$ cat config.mk
export PLATFORM = sky130hd
export DESIGN_NAME = maze_game_ctrl
export DESIGN_NICKNAME = d
export VERILOG_FILES = /design/src/rtl/maze_game_ctrl.sv
export SDC_FILE = /design/constraint.sdc
export NUM_CORES = 1
export LEC_CHECK = 0
export BUFFER_PORTS_ARGS = -buffer_cell sky130_fd_sc_hd__buf_2
export CAP_MARGIN = 10
export CORE_MARGIN = 4
export CORE_UTILIZATION = 45
export CTS_CLUSTER_DIAMETER = 100
export CTS_CLUSTER_SIZE = 14
export DETAILED_ROUTE_END_ITERATION = 6
export PLACE_DENSITY = 0.7
export SYNTH_ARGS = -nofsm -noshare
export SYNTH_HDL_FRONTEND = slang
export SYNTH_SLANG_ARGS = --single-unit
export TNS_END_PERCENT = 5
$ cat constraint.sdc
create_clock -name clk -period 2.3 [get_ports clk]
set_clock_uncertainty 0.15 [all_clocks]
set_input_delay 0.23 -clock clk [delete_from_list [all_inputs] [get_ports clk]]
set_output_delay 0.23 -clock clk [all_outputs]
set_load 0.01 [all_outputs]
$ cat src/rtl/maze_game_ctrl.sv
// maze_game_ctrl: top-level sequencer for the 8x8 LED maze game.
// Owns the game state, current level, remaining lives and the result-screen
// hold counter; drives countdown reload/enable, player re-home/freeze and the
// map-bank select.
// Ports:
//   clk, reset            - system clock, asynchronous active-high reset
//   tick                  - one-cycle slow-clock strobe (pre-synchronised)
//   start                 - one-cycle validated start-key pulse
//   hit_wall, at_goal,
//   time_zero             - level conditions from collision/timer blocks
//   state                 - current FSM state code
//   level, lives          - current level index and remaining lives
//   screen                - map bank: 00 maze, 01 idle, 10 win, 11 lose
//   timer_load, timer_en  - countdown reload pulse and enable
//   player_rst,
//   player_freeze         - player re-home pulse and movement lock
//   game_won              - all levels cleared (meaningful in DONE)
module maze_game_ctrl #(
   parameter int unsigned NUM_LEVELS = 3,
   parameter int unsigned LIVES      = 3,
   parameter int unsigned SHOW_TICKS = 4
) (
   input  logic       clk,
   input  logic       reset,
   input  logic       tick,
   input  logic       start,
   input  logic       hit_wall,
   input  logic       at_goal,
   input  logic       time_zero,
   output logic [2:0] state,
   output logic [1:0] level,
   output logic [1:0] screen,
   output logic [1:0] lives,
   output logic       timer_load,
   output logic       timer_en,
   output logic       player_rst,
   output logic       player_freeze,
   output logic       game_won
);

   localparam logic [2:0] S_IDLE = 3'd0;
   localparam logic [2:0] S_LOAD = 3'd1;
   localparam logic [2:0] S_PLAY = 3'd2;
   localparam logic [2:0] S_WIN  = 3'd4;
   localparam logic [2:0] S_LOSE = 3'd5;
   localparam logic [2:0] S_DONE = 3'd6;

   localparam logic [1:0] LAST_LEVEL = 2'(NUM_LEVELS - 1);
   localparam logic [1:0] LIVES_INIT = 2'(LIVES);
   localparam logic [3:0] SHOW_LAST  = 4'(SHOW_TICKS - 1);

   logic [2:0] state_q, state_d;
   logic [1:0] level_q, level_d;
   logic [1:0] lives_q, lives_d;
   logic       won_q,   won_d;
   logic [3:0] cnt_q,   cnt_d;

   // State and game-data registers
   always_ff @(posedge clk or posedge reset) begin
      if (reset) begin
         state_q <= S_IDLE;
         level_q <= 2'd0;
         lives_q <= LIVES_INIT;
         won_q   <= 1'b0;
         cnt_q   <= 4'd0;
      end else begin
         state_q <= state_d;
         level_q <= level_d;
         lives_q <= lives_d;
         won_q   <= won_d;
         cnt_q   <= cnt_d;
      end
   end

   // Next-state and game-data update
   always_comb begin
      state_d = state_q;
      level_d = level_q;
      lives_d = lives_q;
      won_d   = won_q;
      cnt_d   = cnt_q;
      case (state_q)
         S_IDLE: begin
            if (start) state_d = S_LOAD;
         end
         S_LOAD: begin
            state_d = S_PLAY;
         end
         S_PLAY: begin
            // A loss outranks reaching the goal on the same cycle
            if (hit_wall || time_zero) begin
               state_d = S_LOSE;
               cnt_d   = 4'd0;
               if (lives_q != 2'd0) lives_d = lives_q - 2'd1;
            end else if (at_goal) begin
               state_d = S_WIN;
               cnt_d   = 4'd0;
            end
         end
         S_WIN: begin
            if (tick) begin
               if (cnt_q == SHOW_LAST) begin
                  if (level_q >= LAST_LEVEL) begin
                     state_d = S_DONE;
                     won_d   = 1'b1;
                  end else begin
                     state_d = S_LOAD;
                     level_d = level_q + 2'd1;
                  end
               end else begin
                  cnt_d = cnt_q + 4'd1;
               end
            end
         end
         S_LOSE: begin
            if (tick) begin
               if (cnt_q == SHOW_LAST) begin
                  if (lives_q == 2'd0) begin
                     state_d = S_DONE;
                     won_d   = 1'b0;
                  end else begin
                     state_d = S_LOAD;
                  end
               end else begin
                  cnt_d = cnt_q + 4'd1;
               end
            end
         end
         S_DONE: begin
            if (start) begin
               state_d = S_LOAD;
               level_d = 2'd0;
               lives_d = LIVES_INIT;
               won_d   = 1'b0;
            end
         end
         default: begin
            // Unused codes recover to IDLE
            state_d = S_IDLE;
         end
      endcase
   end

   // Moore output decode from the state register
   always_comb begin
      screen        = 2'b01;
      timer_load    = 1'b0;
      timer_en      = 1'b0;
      player_rst    = 1'b0;
      player_freeze = 1'b1;
      case (state_q)
         S_LOAD: begin
            screen     = 2'b00;
            timer_load = 1'b1;
            player_rst = 1'b1;
         end
         S_PLAY: begin
            screen        = 2'b00;
            timer_en      = 1'b1;
            player_freeze = 1'b0;
         end
         S_WIN:   screen = 2'b10;
         S_LOSE:  screen = 2'b11;
         S_DONE:  screen = won_q ? 2'b10 : 2'b11;
         default: screen = 2'b01;
      endcase
   end

   assign state    = state_q;
   assign level    = level_q;
   assign lives    = lives_q;
   assign game_won = won_q;

endmodule
==> flow_metrics.tcl <==
set metrics [dict create \
    grt_pass1_wl_um 3310 \
    routed-via-count 795 \
    port_buffers 20 \
    die_y_um 51.1 \
    synth_top_family_by_area "simple AND/OR/NAND/NOR gates" \
    layout_commonest_cell "buf_2" \
    fmax_ghz 0.556 \
    critPathRequiredTime_ps 2350 \
    finalHoldViolCount 0 \
    gp_congestion 0.828 \
    cp.arrival_ps 1850 \
    antenna_cells 0 \
    status "completed" \
    clkTransAtPathRegs_ps 80 \
    core_area_mm2 0.00175 \
    nNetsFinal 132 \
    r2r_slack_ps 500 \
    r2r_cells 5 \
    crit_cells 5 \
    slew-limit-headroom_pct 68.0 \
    layout-drive-gt1-share_pct 27.3 \
    overflow 0 \
    synthMuxAreaShare_pct 4.33 \
    htree_levels 1 \
    grt_usage_pct 16.6 \
    crit_buf_inv 0 \
    hp-class "in2reg" \
    ios 21 \
    wl_per_cell_um 13.5 \
    crit_end "level[0]" \
    synth_area_um2 837 \
    area_growth_pct 19.4 \
    powerDensity_mw_per_mm2 1210 \
    cts_setup_buffers 0 \
    cts_made_buffers 3 \
    tightest_slew_ps 480 \
    drt_iter0_drc 26 \
    floorplan.die_area_mm2 0.00261 \
    cp_slowest_cell "dfrtp_1" \
    p_leak_uw 0.000469 \
    max_stage_delay_ps 390 \
    yosys.area_share.simple_pct 24.5 \
    clkPwrFrac_pct 11.7 \
    syn_nets 109 \
    first_global_vias 717 \
    period_share_pct 78.2 \
    final_cell_mix "buf_2 (20), nor2_1 (10), dfrtp_1 (10)" \
    clockBufferDepth 2 \
    synth_warnings 0 \
    dpl.hpwl_um 1520 \
    antenna_found_initial 0 \
    r2r_start "cnt_q[0]" \
    finalSetupViolations 0 \
    ys_ff_latch 12 \
    slew_violations 0 \
    cp_top_family "simple AND/OR/NAND/NOR gates" \
    synth-adder-area-share_pct 4.48 \
    drt-vias-per-instance 5.45 \
    combPwrFrac_pct 58.8 \
    p_switching_uw 539 \
    cp_max_fo 5 \
    ys_async_sr_fraction_pct 100 \
    num_rows 15 \
    tns_ps 0 \
    synth.avg_cell_area_um2 8.46 \
    critPathKind "reg2reg" \
    start_util_pct 48.0 \
    seqPwrFrac_pct 29.5 \
    synth-edff-count 0 \
    rsz0062_at_grt "false" \
    startpoint_type "register" \
    cap_violations 0 \
    worstSetupEndpointType "register" \
    clock-root-buffer "clkbuf_4" \
    first_pass_iters 4 \
    clock_sinks 12 \
    clk_latency_ps 270 \
    utilization_pct 57.3 \
    synthCells 99 \
    die_w_um 51.1 \
    tritoncts "done" \
    grt_max_degree 22 \
    crit_start "cnt_q[0]" \
    synth_xor_area_share_pct 0 \
    cts-resized-gates 0 \
    ant_nets 0 \
    period_needed_ps 1800 \
    synth-main-ff-cell "dfrtp_1" \
    synth.distinct_cells 40 \
    ir_drop_mv 0.644 \
    totalWireLength_um 1980 \
    synth-compound-area-share_pct 24.1 \
    seq_area_frac_synth_pct 36.2 \
    switching_share_pct 44.6 \
    r2r-end "level[0]" \
    internal-power_uw 669 \
    drc_errors 0 \
    cp_cell_sequence "ha_1 -> nor4bb_1 -> nand3b_1 -> o31a_1 -> a31oi_1" \
]
sequential cells by signal (all words and copies together), names as in the netlist:
register	cells
level	2
game_won	1
cnt_q	4
lives	2
state	3
power groups by stage:
stage	combinational, µW	sequential [µW]	clock, µW
after floorplan	457	397	0
after global placement	692	356	0
after detailed placement	712	362	0
after CTS	713	357	144
after global routing	794	365	157
final	711	357	141
kinds of logic (layout without fill, tap and decap cells):
family                     after synthesis  in the layout
DFF                                     12             12
buffers and inverters                   13             35
adders and majority gates                3              3
and+or+nand+nor                         37             37
AOI/OAI and AO/OA                       31             31
muxes                                    3              3
per-layer routing:
layer	track usage [%]	routed length [µm]
met1	21.8	928
met2	27.7	955
met3	3.50	84
met4	4.04	6
met5	0	0
worst reg2reg max path: stages (launching register included):
cell and delay (ps):
dfrtp_1 390, ha_1 230, nor4bb_1 370, nand3b_1 190, o31a_1 270, a31oi_1 130
through the flow:
step | std cells | power, µW | setup slack [ps] | hold slack (ps) | cell area, µm²
2_1_floorplan | 99 | 854 | 412 | -56.7 | 837
3_3_place_gp | 141 | 1050 | 522 | 116 | 963
3_5_place_dp | 141 | 1070 | 520 | 122 | 963
4_1_cts | 146 | 1210 | 498 | 146 | 1000
5_1_grt | 146 | 1320 | 355 | 149 | 1000
6_report | 146 | 1210 | 502 | 148 | 1000
layout make-up:
class,instances,area (µm²)
repair buffers,24,133
clock buffers,4,26.3
multi-input cells,74,480
fillers,170,746
flip-flops and latches,12,303
well taps,25,31.3
inverters,7,26.3
timing repair:
action,in CTS,in global routing
setup endpoints to repair,0,0
hold endpoints to repair,10,0
hold buffers,1,0
how the worst min path moves through the flow:
stage                        from       end  cells after the start
after floorplan             reset  cnt_q[0]                      1
after global placement      reset  state[1]                      2
after detailed placement    reset  state[1]                      2
after CTS                 at_goal  cnt_q[3]                      3
after global routing      at_goal  cnt_q[3]                      3
final                     at_goal  cnt_q[3]                      3
synth_stat cells (2+ instances only):
master / instances / area share (%)
a21boi_0: 2 / 1.8
a21oi_1: 4 / 2.4
a31oi_1: 4 / 3.0
clkbuf_1: 4 / 1.8
dfrtp_1: 10 / 30
dfstp_2: 2 / 6.3
ha_1: 3 / 4.5
inv_1: 6 / 2.7
nand2_1: 8 / 3.6
nand2b_1: 2 / 1.5
nand3b_1: 2 / 1.8
nor2_1: 10 / 4.5
nor2b_1: 2 / 1.5
nor3b_1: 2 / 1.8
nor4_1: 2 / 1.5
o211ai_1: 4 / 3.6
o21ai_0: 8 / 4.8
o41ai_1: 2 / 2.1
Power figures use the tool's default switching activity.
